--- src/rtl/fp32_to_bf16_conv.sv ---
// FP32 -> BF16 narrowing converter with round-to-nearest-even, a two-stage
// valid/ready pipeline and sticky exception flags for software readback.
module fp32_to_bf16_conv #(
  parameter bit FLUSH_DENORM = 1'b1
) (
  input  logic        clk,
  input  logic        rst_n,
  input  logic        in_valid,
  output logic        in_ready,
  input  logic [31:0] in_data,
  output logic        out_valid,
  input  logic        out_ready,
  output logic [15:0] out_data,
  input  logic        flag_clr,
  output logic        flag_inexact,
  output logic        flag_overflow,
  output logic        flag_underflow,
  output logic        flag_invalid
);

  localparam int unsigned MAG_W = 15;
  localparam int unsigned EXP_W = 8;

  typedef enum logic [1:0] {
    CLS_FIN,
    CLS_FLUSH,
    CLS_INF,
    CLS_NAN
  } cls_e;

  typedef struct packed {
    logic             sign;
    logic [MAG_W-1:0] mag;
    logic             round_up;
    logic             inexact;
    logic             snan;
    cls_e             cls;
  } s1_t;

  logic             s1_valid;
  s1_t              s1_d;
  s1_t              s1_q;
  logic             s2_ready;
  logic [MAG_W-1:0] sum;
  logic [15:0]      res;
  logic             res_inexact;
  logic             res_overflow;
  logic             res_underflow;
  logic             res_invalid;
  logic             s2_inexact;
  logic             s2_overflow;
  logic             s2_underflow;
  logic             s2_invalid;
  logic             out_fire;

  assign s2_ready = ~out_valid | out_ready;
  assign in_ready = ~s1_valid | s2_ready;
  assign out_fire = out_valid & out_ready;

  // Stage 1 decode: classify the operand and take the RNE decision.
  always_comb begin
    s1_d.sign     = in_data[31];
    s1_d.mag      = in_data[30:16];
    s1_d.round_up = in_data[15] & ((|in_data[14:0]) | in_data[16]);
    s1_d.inexact  = in_data[15] | (|in_data[14:0]);
    s1_d.snan     = ~in_data[22];
    s1_d.cls      = CLS_FIN;
    if (in_data[30:23] == {EXP_W{1'b1}}) begin
      s1_d.cls = (in_data[22:0] == 23'h0) ? CLS_INF : CLS_NAN;
    end else if (FLUSH_DENORM && (in_data[30:23] == '0) && (in_data[22:0] != 23'h0)) begin
      s1_d.cls = CLS_FLUSH;
    end
  end

  always_ff @(posedge clk or negedge rst_n) begin
    if (!rst_n) begin
      s1_valid <= 1'b0;
      s1_q     <= '{sign: 1'b0, mag: '0, round_up: 1'b0, inexact: 1'b0,
                    snan: 1'b0, cls: CLS_FIN};
    end else if (in_ready) begin
      s1_valid <= in_valid;
      if (in_valid) s1_q <= s1_d;
    end
  end

  // Stage 2 compute: the 15-bit add lets a mantissa carry bump the exponent.
  always_comb begin
    sum           = s1_q.mag + MAG_W'(s1_q.round_up);
    res           = {s1_q.sign, sum};
    res_inexact   = 1'b0;
    res_overflow  = 1'b0;
    res_underflow = 1'b0;
    res_invalid   = 1'b0;
    case (s1_q.cls)
      CLS_FIN: begin
        res_inexact   = s1_q.inexact;
        res_overflow  = (sum[14:7] == {EXP_W{1'b1}});
        res_underflow = s1_q.inexact & (sum[14:7] == '0);
      end
      CLS_FLUSH: begin
        res           = {s1_q.sign, 15'h0000};
        res_inexact   = 1'b1;
        res_underflow = 1'b1;
      end
      CLS_INF: res = {s1_q.sign, 8'hFF, 7'h00};
      default: begin
        res         = {s1_q.sign, 8'hFF, 7'h40};
        res_invalid = s1_q.snan;
      end
    endcase
  end

  always_ff @(posedge clk or negedge rst_n) begin
    if (!rst_n) begin
      out_valid    <= 1'b0;
      out_data     <= 16'h0000;
      s2_inexact   <= 1'b0;
      s2_overflow  <= 1'b0;
      s2_underflow <= 1'b0;
      s2_invalid   <= 1'b0;
    end else if (s2_ready) begin
      out_valid <= s1_valid;
      if (s1_valid) begin
        out_data     <= res;
        s2_inexact   <= res_inexact;
        s2_overflow  <= res_overflow;
        s2_underflow <= res_underflow;
        s2_invalid   <= res_invalid;
      end
    end
  end

  // Sticky flags: a contribution delivered on the same edge as flag_clr wins.
  always_ff @(posedge clk or negedge rst_n) begin
    if (!rst_n) begin
      flag_inexact   <= 1'b0;
      flag_overflow  <= 1'b0;
      flag_underflow <= 1'b0;
      flag_invalid   <= 1'b0;
    end else begin
      flag_inexact   <= (flag_inexact   & ~flag_clr) | (out_fire & s2_inexact);
      flag_overflow  <= (flag_overflow  & ~flag_clr) | (out_fire & s2_overflow);
      flag_underflow <= (flag_underflow & ~flag_clr) | (out_fire & s2_underflow);
      flag_invalid   <= (flag_invalid   & ~flag_clr) | (out_fire & s2_invalid);
    end
  end

endmodule

--- config.mk ---
export PLATFORM = sky130hd
export DESIGN_NAME = fp32_to_bf16_conv
export DESIGN_NICKNAME = d
export VERILOG_FILES = /design/src/rtl/fp32_to_bf16_conv.sv
export SDC_FILE = /design/constraint.sdc
export NUM_CORES = 1
export LEC_CHECK = 0
export BUFFER_PORTS_ARGS = -buffer_cell sky130_fd_sc_hd__buf_4
export CORE_MARGIN = 1
export CORE_UTILIZATION = 48
export DETAILED_ROUTE_END_ITERATION = 10
export GPL_TIMING_DRIVEN = 0
export HOLD_SLACK_MARGIN = 0.06
export PLACE_DENSITY = 0.87
export SYNTH_ARGS = -nofsm -noshare
export SYNTH_HDL_FRONTEND = slang
export SYNTH_SLANG_ARGS = --single-unit
--- constraint.sdc ---
create_clock -name clk -period 2.1 [get_ports clk]
set_clock_uncertainty 0.05 [all_clocks]
set_input_delay 0.21 -clock clk [delete_from_list [all_inputs] [get_ports clk]]
set_output_delay 0.21 -clock clk [all_outputs]
set_load 0.03 [all_outputs]
==> out/qor.yml, run 1 <==
top_layer_used: "met4"
grt_pass1_vias: 2049
cp-end-kind: "flop"
ant_nets: 0
ff_latch_area_sq_um: 1180
cts_buffers: 5
wl_per_cell_um: 14.0
initial_utilization_pct: 50.0
yosysTopAreaCellShare_pct: 49.4
htree_levels: 2
ys_seq_elements: 47
max_cap_violations: 0
insertion_delay_ps: 300
die_height_um: 72.4
worstPathArrival_ps: 2110
ir_drop_mv: 0.443
drt-pass1-iter-count: 4
ys_top_cells_by_area: "dfrtp_1, mux2_2, nand2_1"
crit_chain: "ha_2 -> ha_4 -> nand4_4 -> nor3_2 -> xnor2_1 -> or4_1 -> o31ai_2"
synth.avg_cell_area_sq_um: 10.0
m1WireLength_um: 2180
required_ps: 2260
grt_pass1_wl_um: 9020
synthDistinctLibCells: 40
worst_path_largest_cell_delay_ps: 420
synth_warnings: 0
critical_path_class: "flop to flop"
antenna_found_initial: 0
port-buffer-count: 58
clock_sinks: 47
finalWirelength_um: 5170
place_area_sq_um: 2900
syn-cell-area_sq_um: 2380
crit_family: "simple AND/OR/NAND/NOR gates"
tightest_slew_ps: 577
wl_met2_um: 2630
ys.flop_type: "dfrtp_1"
period_needed_ps: 1950
cts_setup_buffers: 0
vias: 2014
slew_violations: 0
rsz0062_at_grt: "no"
drive_above_1_share_pct: 32.5
dr.first_iter.drc_count: 118
outcome: "finished clean"
die_w_um: 72.4
synth_cells: 237
layout.nets: 340
yosys.area.top_type: "dfrtp_1"
power.density_nw_per_um2: 828
synth_edf_count: 0
grt-ovfl-total: 0
slowest_stage: "or4_1"
vias_per_cell: 5.46
hp-class: "primary input to flop"
num-fill-cells: 409
pin_count: 59
core_area_sq_um: 4750
clk_pin_slew_worst_paths_ps: 80
cp_num_buf_inv: 0
final_cells: 369
diodes: 0
grt_max_degree: 48
dieArea_sq_um: 5240
design_area_sq_um: 3040
gp_congestion: 0.966
multi_input_area_sq_um: 1160
startpoint_type: "flop"
slew_headroom_pct: 61.5
cp_max_fo: 7
p_leak_uw: 0.00130
met3_length_um: 277
hold_violations: 0
dp.cells: 362
synth_seq_area_share_pct: 49.4
cts_root_buffer: "clkbuf_8"
synth_fp_nets: 276
rows: 25
setup_viol: 0
dp_hpwl_um: 3960
cts_tree: "yes"
grtUsageTotal_pct: 22.3
cts_max_path_buffers: 2
fmax_ghz: 0.513
route.detailed.drc: 0
area_growth_pct: 27.7
fin_crit_sh_pct: 92.8
synth-async-reset-ratio_pct: 100
==> area by class of cell <==
cell class	instances	share of cell area, %
Multi-Input combinational cell	170	38.1
Buffer	9	1.19
Sequential cell	47	38.7
Timing Repair Buffer	60	15.0
Clock buffer	8	3.29
Inverter	8	0.988
Tap cell	67	2.76
==> through the flow <==
stage / hold slack (ps) / total power [uW] / setup slack [ps] / setup TNS [ps] / utilization [%]
after global routing: 68.4 / 2650 / 7.16 / 0 / 63.9
after global placement: 195 / 1910 / -113 / -113 / 61.0
after floorplan: -136 / 1640 / 32.2 / 0 / -
after CTS: 67.4 / 2540 / 1.87 / 0 / 64.1
after detailed placement: 202 / 1940 / -141 / -141 / 61.0
final: 68.5 / 2520 / 152 / 0 / 63.9
==> logic make-up after synthesis <==
| family | count (synthesis) | share of synthesized area, % |
|---|---|---|
| AND/OR/NAND/NOR | 88 | 20.4 |
| AO/OA/AOI/OAI | 47 | 11.9 |
| multiplexers | 17 | 8.05 |
| flip-flops | 47 | 49.4 |
| XOR/XNOR | 16 | 5.89 |
| adder cells (fa/ha/maj) | 2 | 1.05 |
| buffers and inverters | 20 | 3.21 |
==> worst paths after layout <==
| kind | slack, ps | start | end | cells after the start |
|---|---|---|---|---|
| min in group asynchronous | 400 | rst_n | out_valid$_DFFE_PN0P_ | 2 |
| setup / recovery | 150 | s1_q[4]$_DFFE_PN0P_ | s2_overflow$_DFFE_PN0P_ | 7 |
| setup reg to reg | 150 | s1_q[4]$_DFFE_PN0P_ | s2_overflow$_DFFE_PN0P_ | 7 |
| hold reg to reg | 440 | out_data[15]$_DFFE_PN0P_ | out_data[15]$_DFFE_PN0P_ | 2 |
| max in group asynchronous | 1210 | rst_n | s1_q[10]$_DFFE_PN0P_ | 2 |
| hold / removal | 70 | in_data[22] | s1_q[2]$_DFFE_PN0P_ | 2 |
==> layout by cell type, fill, tap and decap left out, types with 5 or more instances in the layout <==
cell / instances
nand2_1: 28
mux2_2: 17
o21ai_1: 7
clkbuf_1: 8
nand3_1: 9
dfrtp_1: 47
nor4_1: 11
xor2_1: 8
clkbuf_8: 7
nand4_1: 6
nor3_1: 5
nor2_1: 10
inv_1: 8
o21ai_0: 19
buf_4: 58
a21oi_1: 6
xnor2_1: 8
==> cells in the mapped netlist (2+ instances only) <==
master / count
nor4_1: 11
a21oi_1: 6
nand2_1: 28
xor2_1: 8
or3_1: 2
nand2b_1: 3
nor2_1: 10
ha_1: 2
inv_1: 8
a31oi_1: 2
mux2_2: 17
or4_1: 2
o21ai_0: 19
nor3_1: 6
o21ai_1: 7
o21a_1: 3
clkbuf_1: 11
a22o_1: 3
dfrtp_1: 47
and2_1: 2
nand4_1: 6
nand3_1: 9
xnor2_1: 8
==> timing repair <==
| action | in CTS | in global routing |
|---|---|---|
| hold endpoints to repair | 48 | 0 |
| endpoints found under the setup margin | 1 | 1 |
| hold buffers | 2 | 0 |
| cloned | 0 | 0 |
| pin swaps | 0 | 1 |
| resized for setup | 4 | 2 |
==> registers in the layout, summed over array words and instances, names as in the netlist <==
name and count:
s1_q 21, s2_invalid 1, flag_invalid 1, s2_inexact 1, flag_overflow 1, out_valid 1, flag_underflow 1, s1_valid 1
s2_underflow 1, out_data 16, flag_inexact 1, s2_overflow 1
==> power breakdown <==
part	internal (uW)	leakage [uW]	switching [uW]
logic	321	0.000684	423
registers	1050	0.000569	137
clock network	301	0.0000515	288
==> metal layers <==
metal / up-vias / GRT usage (%)
met5: - / 0
met4: 0 / 8.71
met3: 11 / 5.00
met2: 75 / 39.3
met1: 952 / 26.3
li1: 976 / -
(Power assumes the default switching activity.)
==> run 2, diff against run 1 <==
- CORE_UTILIZATION: 48 -> 40
- HOLD_SLACK_MARGIN: 0.06 -> 0.12
- PLACE_DENSITY: 0.87 -> 0.76
==> run 2 against run 1 <==
Against the previous run: global-route usage is 2.8 points lower; cell count increased by 5.4%; core utilization decreased by 7.0 points.
==> out/qor.yml, run 2 (synthesis gave the netlist of run 1 again) <==
power.density_nw_per_um2: 776  # -6.3%
fmax_ghz: 0.516  # +0.47%
rsz0062_at_grt: "no"
layout.nets: 355  # +4.4%
timing.rr.end: "s2_overflow$_DFFE_PN0P_"
r2r_slack_ps: 160  # about the same
hold-path-endpoint: "s1_q[4]$_DFFE_PN0P_"
startpoint: "s1_q[4]$_DFFE_PN0P_"
clock_sinks: 47  # unchanged
vias: 2003  # -0.55%
worst_path_largest_cell_delay_ps: 430  # about the same
core_area_sq_um: 5610  # +18%
setup_tns_ps: 0  # unchanged
fin_crit_sh_pct: 92.3  # -0.44 points
slowest_stage: "or4_1"
cts_root_buffer: "clkbuf_8"
die_height_um: 79.1  # +9.3%
r2r_start: "s1_q[4]$_DFFE_PN0P_"
grtUsageTotal_pct: 19.5  # -2.8 points
crit_chain: "ha_4 -> ha_4 -> nand4_4 -> nor3_2 -> xnor2_1 -> or4_1 -> o31ai_2"
cp_num_buf_inv: 0  # unchanged
grt_pass1_vias: 2023  # -1.3%
ir_drop_mv: 0.321  # -28%
rows: 27  # +8.0%
grt-ovfl-total: 0  # unchanged
cpMostUsedCell: "ha_4"
route.detailed.drc: 0  # unchanged
grt_max_degree: 48  # unchanged
place_area_sq_um: 2910  # +0.22%
worstPathArrival_ps: 2100  # about the same
gp_congestion: 0.853  # -12%
report.power.total_uw: 2480  # -1.5%
required_ps: 2270  # about the same
slew_violations: 0  # unchanged
largest_reg_flops: 21  # unchanged
cts_setup_buffers: 0  # unchanged
max_cap_violations: 0  # unchanged
r2r_cells: 7  # unchanged
crit_family: "simple AND/OR/NAND/NOR gates"
area_growth_pct: 34.2
final_cell_mix: "buf_4, dfrtp_1, nand2_1, o21ai_0, dlygate4sd3_1"
drive_above_1_share_pct: 30.9  # -1.5 points
dp_slack_ps: -221  # -80.5 ps
finalWirelength_um: 5430  # +4.9%
vias_per_cell: 5.15  # -5.7%
layout_commonest_cell: "buf_4"
final_core_util_pct: 56.9  # -7.0 points
initial_utilization_pct: 42.4  # -7.6 points
die_w_um: 79.1  # +9.3%
cts_buffers: 5  # unchanged
hp-class: "primary input to flop"
worstHoldPathCells: 3  # +1
port-buffer-count: 58  # unchanged
slew_headroom_pct: 61.0  # -0.57 points
antenna_found_initial: 0  # unchanged
design_area_sq_um: 3190  # +5.1%
hold_violations: 0  # unchanged
startpoint_type: "flop"
cp-end-kind: "flop"
p_leak_uw: 0.00136  # +4.4%
regMostFlops: "s1_q"
outcome: "finished clean"
ant_nets: 0  # unchanged
critical_path_class: "flop to flop"
dr.first_iter.drc_count: 73  # -38%
reg_top3: "s1_q: 21 flops, out_data: 16 flops"
dieArea_sq_um: 6260  # +19%
finalWorstSetupSlack_ps: 161  # +9.18 ps
setup_viol: 0  # unchanged
diodes: 0  # unchanged
cts_tree: "yes"
dp_hpwl_um: 4020  # +1.5%
insertion_delay_ps: 300  # about the same
htree_levels: 2  # unchanged
hold_start: "in_data[15]"
tightest_slew_ps: 586  # +8.55 ps
cts_max_path_buffers: 2  # unchanged
grt_pass1_wl_um: 9480  # +5.1%
wl_per_cell_um: 14.0  # -0.46%
drt-pass1-iter-count: 4  # unchanged
pin_count: 59  # unchanged
clk_pin_slew_worst_paths_ps: 80  # about the same
period_needed_ps: 1940  # -9.18 ps
cp_max_fo: 7  # unchanged
==> run 2: changes by cell type in the layout (fill, tap and decap cells not counted), sizes merged <==
| cell | change |
|---|---|
| clkbuf | -2 |
| clkinv | +1 |
| dlygate4sd3 | +16 |
==> run 2: worst max path at each step <==
stage,depth (start not counted),slack (ps),endpoint
finish,7,160,s2_overflow$_DFFE_PN0P_
global route,5,10,s2_overflow$_DFFE_PN0P_
CTS,7,0.8,s2_overflow$_DFFE_PN0P_
detailed placement,7,-220,s2_overflow$_DFFE_PN0P_
global placement,7,-180,s2_overflow$_DFFE_PN0P_
floorplan,4,30,s1_q[17]$_DFFE_PN0P_
==> run 2: repair_timing <==
action	CTS	global route
pin swaps	0	1
hold buffers	18	0
setup endpoints to repair	1	3
endpoints found under the hold margin	67	0
gates resized for setup	4	4
==> run 2: area by class of cell <==
class                      count  area (sq um)
fill                         521          2410
sequential                    47          1180
multi-input combinational    170          1170
timing repair buffer          76           616
tap                           72          90.1
clock buffer                   7          76.3
buffer                         8          32.5
inverter                       8          30.0
clock inverter                 1          5.00
==> run 2: worst min-delay path: stages <==
cell     delay (ps)
buf_4           110
o21ai_0          50
o21ai_0          70
==> run 2: metrics by stage <==
step | cells | hold slack [ps]
floorplan | 237 | -136
global placement | 367 | 197
detailed placement | 367 | 205
CTS | 392 | 121
global route | 389 | 128
finish | 389 | 124
==> run 2: metal layers <==
layer / track usage, % / routed length, um
met1: 24.3 / 2320
met5: 0 / 0
met2: 34.4 / 2780
met4: 5.09 / 59
met3: 3.56 / 269
==> run 2: power by group <==
part	switching, uW	total [uW]	leakage, uW	internal (uW)
clock network	291	525	0.0000422	234
registers	142	1190	0.000568	1050
logic	423	765	0.000751	343
==> run 3, diff against run 2 <==
- CORE_MARGIN: 1 -> 4
==> run 3 against run 2 <==
Against the previous run: combinational power grew 1%; sequential share of layout area shrank 0.17 points; global-route usage is 3.0 points lower; core utilization shrank 0.14 points; critical path type unchanged.
==> out/qor.yml, run 3 (synthesis gave the netlist of run 1 again) <==
insertion_delay_ps: 300  # about the same
grtUsageTotal_pct: 16.4  # -3.0 points
startpoint_type: "flop"
met1_usage_pct: 19.4  # -4.9 points
p_comb_share_pct: 30.4  # -0.5 points
dp_hpwl_um: 4290  # +6.6%
regMostFlops: "s1_q"
fmax_ghz: 0.509  # -1.3%
layout_commonest_cell: "buf_4"
worst_path_largest_cell_delay_ps: 430  # about the same
vias_per_cell: 5.20  # +1.0%
cts_root_buffer: "clkbuf_8"
r2r_slack_ps: 130  # -30 ps
rows: 27  # unchanged
worstPathArrival_ps: 2130  # +30 ps
reg_top3: "s1_q: 21 flops, out_data: 16 flops"
route.detailed.drc: 0  # unchanged
max_cap_violations: 0  # unchanged
cts_max_path_buffers: 2  # unchanged
period_needed_ps: 1970  # +26.2 ps
die_height_um: 85.1  # +7.6%
initial_utilization_pct: 42.2  # -0.25 points
grt_pass1_wl_um: 9630  # +1.6%
die_w_um: 85.1  # +7.6%
clock_sinks: 47  # unchanged
cp-end-kind: "flop"
htree_levels: 2  # unchanged
final_core_util_pct: 56.8  # -0.14 points
crit_chain: "ha_2 -> ha_4 -> nand4_4 -> nor3_2 -> xnor2_1 -> or4_1 -> o31ai_2"
power.density_nw_per_um2: 794  # +2.3%
p_sw_uw: 857  # +0.20%
setup_tns_ps: 0  # unchanged
rsz0062_at_grt: "no"
power_frac_seq_pct: 46.5  # -1.5 points
dieArea_sq_um: 7240  # +16%
clk_pin_slew_worst_paths_ps: 80  # about the same
grt.met2_usage_pct: 29.2  # -5.2 points
slew_headroom_pct: 61.0  # about the same
switching_share_pct: 33.7  # -0.82 points
p_leak_uw: 0.00137  # +0.73%
outcome: "finished clean"
port-buffer-count: 58  # unchanged
setup_viol: 0  # unchanged
layout.nets: 356  # +0.28%
hold_violations: 0  # unchanged
clkPwrFrac_pct: 23.1  # +1.9 points
finalWirelength_um: 5660  # +4.3%
drive_above_1_share_pct: 30.8  # -0.097 points
largest_reg_flops: 21  # unchanged
p_int_uw: 1690  # +3.9%
fin_crit_sh_pct: 93.6  # +1.2 points
tightest_slew_ps: 585  # -0.787 ps
ir_drop_mv: 0.374  # +17%
cts_tree: "yes"
required_ps: 2270  # about the same
gp_congestion: 0.875  # +2.7%
antenna_found_initial: 0  # unchanged
critical_path_class: "flop to flop"
cp_max_fo: 7  # unchanged
grt_max_degree: 48  # unchanged
slew_violations: 0  # unchanged
cp_num_buf_inv: 0  # unchanged
hp-class: "primary input to flop"
vias: 2029  # +1.3%
final_cell_mix: "buf_4, dfrtp_1, nand2_1, o21ai_0, dlygate4sd3_1"
cts_buffers: 5  # unchanged
dr.first_iter.drc_count: 93  # +27%
crit_family: "simple AND/OR/NAND/NOR gates"
grt-ovfl-total: 0  # unchanged
drt-pass1-iter-count: 4  # unchanged
wl_per_cell_um: 14.5  # +4.0%
ant_nets: 0  # unchanged
grt_pass1_vias: 2048  # +1.2%
diodes: 0  # unchanged
slowest_stage: "or4_1"
grt.busiest_layer: "met2"
grtUsageMet3_pct: 4.47  # +0.90 points
area_growth_pct: 34.7
pin_count: 59  # unchanged
core_area_sq_um: 5640  # +0.60%
num-fill-cells: 517  # -0.77%
[run 3: changes by cell type in the layout (fill, tap and decap cells not counted), sizes merged]
| cell | change |
|---|---|
| clkinv | -1 |
| clkbuf | +2 |
[run 3: repair_timing]
action,CTS,global route
hold endpoints to repair,68,0
setup endpoints to repair,1,1
hold buffers,18,0
pin swaps,0,1
gates resized for setup,4,2
setup buffers,0,0
[run 3: metal layers]
layer,routed length [um],part of all wire [%],up-vias
li1,-,-,1007
met1,2430,43,956
met2,2850,50,61
met3,330,5.8,5
met4,52,0.92,0
met5,0,0,-
[run 3: stage by stage]
stage	cells	area [sq um]	power, uW	worst slack [ps]	hold slack (ps)
global placement	367	2910	1920	-153	197
finish	390	3200	2540	135	122
floorplan	237	2380	1640	32.2	-136
global route	390	3200	2690	32.3	124
detailed placement	367	2910	1950	-175	205
CTS	392	3210	2570	16.0	123
[run 3: final cells by class]
type                            count  area [sq um]  area share (%)
Buffer                              9          36.3            1.13
Clock buffer                        8           100            3.12
Inverter                            8          30.0           0.937
Multi-Input combinational cell    170          1160            36.1
Sequential cell                    47          1180            36.7
Tap cell                           72          90.1            2.81
Timing Repair Buffer               76           616            19.2
[run 3: path summary, 6_finish.rpt]
| check | startpoint | to | cells after the start |
|---|---|---|---|
| setup / recovery | s1_q[4]$_DFFE_PN0P_ | s2_overflow$_DFFE_PN0P_ | 7 |
| hold reg to reg | s2_overflow$_DFFE_PN0P_ | s2_overflow$_DFFE_PN0P_ | 2 |
| max in group asynchronous | rst_n | s1_q[19]$_DFFE_PN0P_ | 2 |
| setup reg to reg | s1_q[4]$_DFFE_PN0P_ | s2_overflow$_DFFE_PN0P_ | 7 |
| min in group asynchronous | rst_n | out_valid$_DFFE_PN0P_ | 2 |
| hold / removal | out_ready | flag_underflow$_DFF_PN0_ | 3 |
[run 3: power groups by stage]
stage / Combinational [uW] / Clock (uW) / Sequential [uW]
after floorplan: 316 / 0 / 1320
after global placement: 747 / 0 / 1180
after detailed placement: 764 / 0 / 1180
after CTS: 798 / 603 / 1170
after global routing: 840 / 642 / 1210
final: 773 / 587 / 1180
[run 3: worst reg2reg max path, cell delays in order, from the launching register on]
cell and delay [ps]:
dfrtp_1 370, ha_2 230, ha_4 180, nand4_4 170, nor3_2 170, xnor2_1 110, or4_1 430, o31ai_2 180
